==> src/rtl/regfile_wb_arbiter.sv <==
// Register-file writeback arbiter: round-robin ALU/LSU grant, registered write port and busy scoreboard.
// Optional macro WB_BYPASS_EN adds same-cycle forwarding of the landing write to the rs1/rs2 lookups.
module regfile_wb_arbiter #(
  parameter int DATA_W = 32,
  parameter int ADDR_W = 5
) (
  input  logic              clk,
  input  logic              rst,
  input  logic              alu_valid,
  output logic              alu_ready,
  input  logic [ADDR_W-1:0] alu_rd,
  input  logic [DATA_W-1:0] alu_data,
  input  logic              lsu_valid,
  output logic              lsu_ready,
  input  logic [ADDR_W-1:0] lsu_rd,
  input  logic [DATA_W-1:0] lsu_data,
  input  logic              issue_valid,
  input  logic [ADDR_W-1:0] issue_rd,
  input  logic [ADDR_W-1:0] rs1,
  input  logic [ADDR_W-1:0] rs2,
  output logic              rs1_busy,
  output logic              rs2_busy,
  output logic              write_en,
  output logic [ADDR_W-1:0] waddr,
  output logic [DATA_W-1:0] wdata
`ifdef WB_BYPASS_EN
  ,
  output logic [DATA_W-1:0] rs1_fwd,
  output logic [DATA_W-1:0] rs2_fwd,
  output logic              rs1_fwd_hit,
  output logic              rs2_fwd_hit
`endif
);

  localparam int NREG = 2 ** ADDR_W;
  localparam logic [ADDR_W-1:0] ZERO_IDX = {ADDR_W{1'b0}};

  logic              alu_gnt_s;
  logic              lsu_gnt_s;
  logic              xfer_s;
  logic [ADDR_W-1:0] sel_rd_s;
  logic [DATA_W-1:0] sel_data_s;
  logic [NREG-1:0]   busy_nxt_s;
  logic              rs1_busy_s;
  logic              rs2_busy_s;
  logic              rs1_hit_s;
  logic              rs2_hit_s;

  // ptr_r = 1 means the LSU was granted last, so the ALU wins the next contended cycle
  logic              ptr_r;
  logic [NREG-1:0]   busy_r;
  logic              write_en_r;
  logic [ADDR_W-1:0] waddr_r;
  logic [DATA_W-1:0] wdata_r;

  // Round-robin grant; readies are held low while reset is asserted
  always_comb begin
    alu_gnt_s = 1'b0;
    lsu_gnt_s = 1'b0;
    if (rst) begin
      alu_gnt_s = alu_valid & (~lsu_valid | ptr_r);
      lsu_gnt_s = lsu_valid & (~alu_valid | ~ptr_r);
    end else begin
      alu_gnt_s = 1'b0;
      lsu_gnt_s = 1'b0;
    end
  end

  assign xfer_s    = alu_gnt_s | lsu_gnt_s;
  assign alu_ready = alu_gnt_s;
  assign lsu_ready = lsu_gnt_s;

  // Mux the granted requester onto the write path
  always_comb begin
    sel_rd_s   = lsu_rd;
    sel_data_s = lsu_data;
    if (alu_gnt_s) begin
      sel_rd_s   = alu_rd;
      sel_data_s = alu_data;
    end else begin
      sel_rd_s   = lsu_rd;
      sel_data_s = lsu_data;
    end
  end

  // Scoreboard next state: landing write clears, issue sets, and the set is applied last so it wins
  always_comb begin
    busy_nxt_s = busy_r;
    if (write_en_r) begin
      busy_nxt_s[waddr_r] = 1'b0;
    end else begin
      busy_nxt_s = busy_r;
    end
    if (issue_valid && (issue_rd != ZERO_IDX)) begin
      busy_nxt_s[issue_rd] = 1'b1;
    end else begin
      busy_nxt_s[issue_rd] = busy_nxt_s[issue_rd];
    end
  end

  // Arbitration pointer advances only on an accepted transfer
  always_ff @(posedge clk or negedge rst) begin
    if (!rst) begin
      ptr_r <= 1'b1;
    end else if (alu_gnt_s) begin
      ptr_r <= 1'b0;
    end else if (lsu_gnt_s) begin
      ptr_r <= 1'b1;
    end else begin
      ptr_r <= ptr_r;
    end
  end

  // Registered write port; writes to x0 are accepted but never pulse write_en
  always_ff @(posedge clk or negedge rst) begin
    if (!rst) begin
      write_en_r <= 1'b0;
      waddr_r    <= {ADDR_W{1'b0}};
      wdata_r    <= {DATA_W{1'b0}};
    end else if (xfer_s) begin
      write_en_r <= (sel_rd_s != ZERO_IDX);
      waddr_r    <= sel_rd_s;
      wdata_r    <= sel_data_s;
    end else begin
      write_en_r <= 1'b0;
      waddr_r    <= waddr_r;
      wdata_r    <= wdata_r;
    end
  end

  // Busy vector register
  always_ff @(posedge clk or negedge rst) begin
    if (!rst) begin
      busy_r <= {NREG{1'b0}};
    end else begin
      busy_r <= busy_nxt_s;
    end
  end

  // Source lookups; a write landing this cycle to the same index is forwarded when bypass is built in
  always_comb begin
`ifdef WB_BYPASS_EN
    rs1_hit_s = write_en_r && (waddr_r == rs1) && (rs1 != ZERO_IDX);
    rs2_hit_s = write_en_r && (waddr_r == rs2) && (rs2 != ZERO_IDX);
`else
    rs1_hit_s = 1'b0;
    rs2_hit_s = 1'b0;
`endif
    rs1_busy_s = (rs1 != ZERO_IDX) ? (busy_r[rs1] & ~rs1_hit_s) : 1'b0;
    rs2_busy_s = (rs2 != ZERO_IDX) ? (busy_r[rs2] & ~rs2_hit_s) : 1'b0;
  end

  assign rs1_busy = rs1_busy_s;
  assign rs2_busy = rs2_busy_s;
  assign write_en = write_en_r;
  assign waddr    = waddr_r;
  assign wdata    = wdata_r;

`ifdef WB_BYPASS_EN
  assign rs1_fwd_hit = rs1_hit_s;
  assign rs2_fwd_hit = rs2_hit_s;
  assign rs1_fwd     = wdata_r;
  assign rs2_fwd     = wdata_r;
`endif

endmodule

==> config.mk <==
export PLATFORM = sky130hd
export DESIGN_NAME = regfile_wb_arbiter
export DESIGN_NICKNAME = d
export VERILOG_FILES = /design/src/rtl/regfile_wb_arbiter.sv
export SDC_FILE = /design/constraint.sdc
export NUM_CORES = 1
export LEC_CHECK = 0
export CAP_MARGIN = 20
export CORE_ASPECT_RATIO = 2
export CORE_MARGIN = 8
export CORE_UTILIZATION = 48
export CTS_CLUSTER_SIZE = 28
export DETAILED_ROUTE_END_ITERATION = 8
export HOLD_SLACK_MARGIN = 0.02
export PLACE_DENSITY = 0.93
export SLEW_MARGIN = 20
export SYNTH_ARGS = -nofsm -noshare
export SYNTH_HDL_FRONTEND = slang
export SYNTH_SLANG_ARGS = --single-unit
==> constraint.sdc <==
create_clock -name clk -period 2.9 [get_ports clk]
set_input_delay 0.29 -clock clk [delete_from_list [all_inputs] [get_ports clk]]
set_output_delay 0.29 -clock clk [all_outputs]
set_load 0.01 [all_outputs]
==> results_dict.tcl <==
set metrics [dict create \
    status "finished clean" \
    via_count 4452 \
    grt_usage_pct 25.4 \
    htree_levels 3 \
    worstPathArrival_ns 2.51 \
    cts_num_sinks 71 \
    dp_hpwl_um 12400 \
    num_antenna_cells 0 \
    drtIter0Drc 401 \
    io_pins 136 \
    overflow 0 \
    grt_max_degree 71 \
    ys.flop_type "dfrtp_1" \
    cellLeakagePower_nw 2.39 \
    yosysSeqAreaShare_pct 40.0 \
    post-synth-top-count-cell "dfrtp_1" \
    finClkSkew_ns 0.00667 \
    yosys.area.top_type "dfrtp_1" \
    period_needed_ns 2.80 \
    first_global_vias 4893 \
    portBuffers 135 \
    synth_top_area_share_pct 39.4 \
    wl_per_cell_um 23.6 \
    finalMaxSlewViolations 0 \
    final_core_util_pct 70.3 \
    critPathCaptureType "output port" \
    rsz0062_at_grt "no" \
    critPathMaxFanout 9 \
    cpMostUsedCell "mux2_2" \
    drv_cap 0 \
    slew_headroom_pct 40.6 \
    dieArea_sq_mm 0.0128 \
    synth.area.top_cells "dfrtp_1 39%, mux2i_1 9.7%, mux4_2 9.1%" \
    async_flop_share_pct 100 \
    hold_path_class "flip-flop to flip-flop" \
    path_clk_slew_ns 0.06 \
    netlist_instances 447 \
    first_pass_iters 5 \
    slowest_delay_ns 0.51 \
    finalPower_mw 4.02 \
    hold_violations 0 \
    fmax_mhz 357 \
    mappedNetlistNets 541 \
    placed_cell_area_sq_mm 0.00600 \
    cts_buffer_depth 2 \
    setup_violations 0 \
    ant_nets 0 \
    synth_commonest_cells "70 x dfrtp_1, 67 x nand2_1, 64 x o21ai_0, 43 x mux2i_1, 27 x a21oi_1" \
    gp_congestion 0.994 \
    clkLatencyLatePin_ns 0.33 \
    final_cell_area_sq_mm 0.00634 \
    cts_setup_buffers 0 \
    drc_errors 0 \
    worstReg2RegStart "waddr[1]" \
    die_h_um 152 \
    synth_cell_type_count 52 \
    antenna_found_initial 0 \
    syn2layout_area_growth_pct 42.4 \
    grt_pass1_wl_um 25800 \
    drive_gt1_share_pct 15.3 \
    post-place-ws_ns -0.104 \
    num_rows 49 \
    timing.final.ws_setup_ns 0.0963 \
    core_area_sq_mm 0.00901 \
    holdCritStartpoint "wdata[20]" \
    routed_wl_um 16300 \
    fin_nets 678 \
    synth_area_sq_mm 0.00445 \
    critPathRequiredTime_ns 2.61 \
    irDropWorstVdd_mv 0.406 \
    vias_per_cell 6.44 \
    fin_crit_sh_pct 96.7 \
    crit_path_top_delay_cell "clkdlybuf4s50_1" \
    worst_pin_slew_ns 0.891 \
    ys.warnings.count 0 \
    synth-edff-count 0 \
    die_w_um 84.1 \
    start_util_pct 49.4 \
    start_kind "input pin" \
    path_class "input pin to output port" \
    synth.avg_cell_area_sq_um 9.95 \
    clock-root-buffer "clkbuf_16" \
    cts_buffers 9 \
    ys_ff_latch 71 \
    power_density_mw_per_mm2 635 \
    critPathLaunch "rs2[0]" \
    cts_tree "yes" \
    rrSetupSlack_ns 0.43 \
    cp_cell_sequence "clkdlybuf4s50_1, buf_12, mux2_2, nand2_1, o21ai_0, mux4_2, mux2_2, dlygate4sd2_1" \
]
final timing paths:
kind                         endpoint  cells after the start
max                          rs2_busy                      8
min                         wdata[20]                      2
max reg2reg                busy_r[25]                      7
min reg2reg                 wdata[20]                      2
max in group asynchronous   busy_r[1]                      3
min in group asynchronous       ptr_r                      2
placed cells by master, fill, tap and decap left out, types with 3 or more instances in the layout:
master / count
a41oi_1: 6
nor3_1: 21
o21a_1: 11
dfrtp_1: 70
a21oi_1: 26
mux4_2: 18
nor2_1: 7
o21ai_0: 63
nand2b_1: 4
buf_12: 3
nor3b_2: 3
buf_4: 21
mux2_2: 13
o2111ai_1: 9
a41oi_2: 4
a22oi_1: 6
nand2_1: 67
clkdlybuf4s50_1: 132
clkbuf_16: 9
nand4_1: 3
mux2i_1: 43
where the power goes:
group          switching (mW)  internal (mW)  leakage (nW)  total (mW)
registers               0.272           1.22         0.830        1.50
clock network           0.427          0.777         0.156        1.20
logic                   0.595          0.727          1.40        1.32
final cells by class:
cell class | instances | area, sq um
tap | 102 | 128
sequential | 71 | 1780
clock inverter | 5 | 81.3
inverter | 3 | 11.3
clock buffer | 11 | 243
timing repair buffer | 160 | 1570
fill | 633 | 2680
multi-input combinational | 339 | 2520
flip-flops by register name (all words and copies together) (netlist names):
signal,cells
waddr,5
busy_r,32
wdata,32
ptr_r,1
write_en,1
logic make-up after synthesis:
| logic type | after synthesis | share of synthesized area [%] |
|---|---|---|
| flip-flops | 71 | 40.0 |
| AND/OR/NAND/NOR | 127 | 14.3 |
| XOR/XNOR | 1 | 0.366 |
| multiplexers | 74 | 22.1 |
| AO/OA/AOI/OAI | 137 | 19.5 |
| buffers and inverters | 37 | 3.82 |
critical path: cells and delay by family:
kind | cells | cell delay [ns]
muxes | 3 | 1.10
buffers and inverters | 3 | 0.94
AOI/OAI and AO/OA | 1 | 0.11
and+or+nand+nor | 1 | 0.07
per-stage QoR:
| step | std cells | hold slack [ns] | setup TNS [ns] |
|---|---|---|---|
| after floorplan | 447 | -0.00559 | 0 |
| after global placement | 674 | 0.318 | -0.118 |
| after detailed placement | 674 | 0.322 | -0.199 |
| after CTS | 691 | 0.482 | 0 |
| after global routing | 691 | 0.512 | 0 |
| final | 691 | 0.479 | 0 |
metal layers:
| layer | routed length (um) | track usage (%) | vias to the layer above |
|---|---|---|---|
| met5 | 0 | 0 | - |
| met4 | 872 | 14.4 | 0 |
| met2 | 8240 | 43.3 | 308 |
| met3 | 1600 | 9.21 | 68 |
| li1 | - | - | 1958 |
| met1 | 5580 | 25.7 | 2118 |
what timing repair did:
action	4_1_cts	5_1_grt
hold endpoints to repair	1	0
gates resized for setup	2	0
hold buffers	1	0
setup endpoints to repair	2	0
Power figures use the tool's default switching activity.
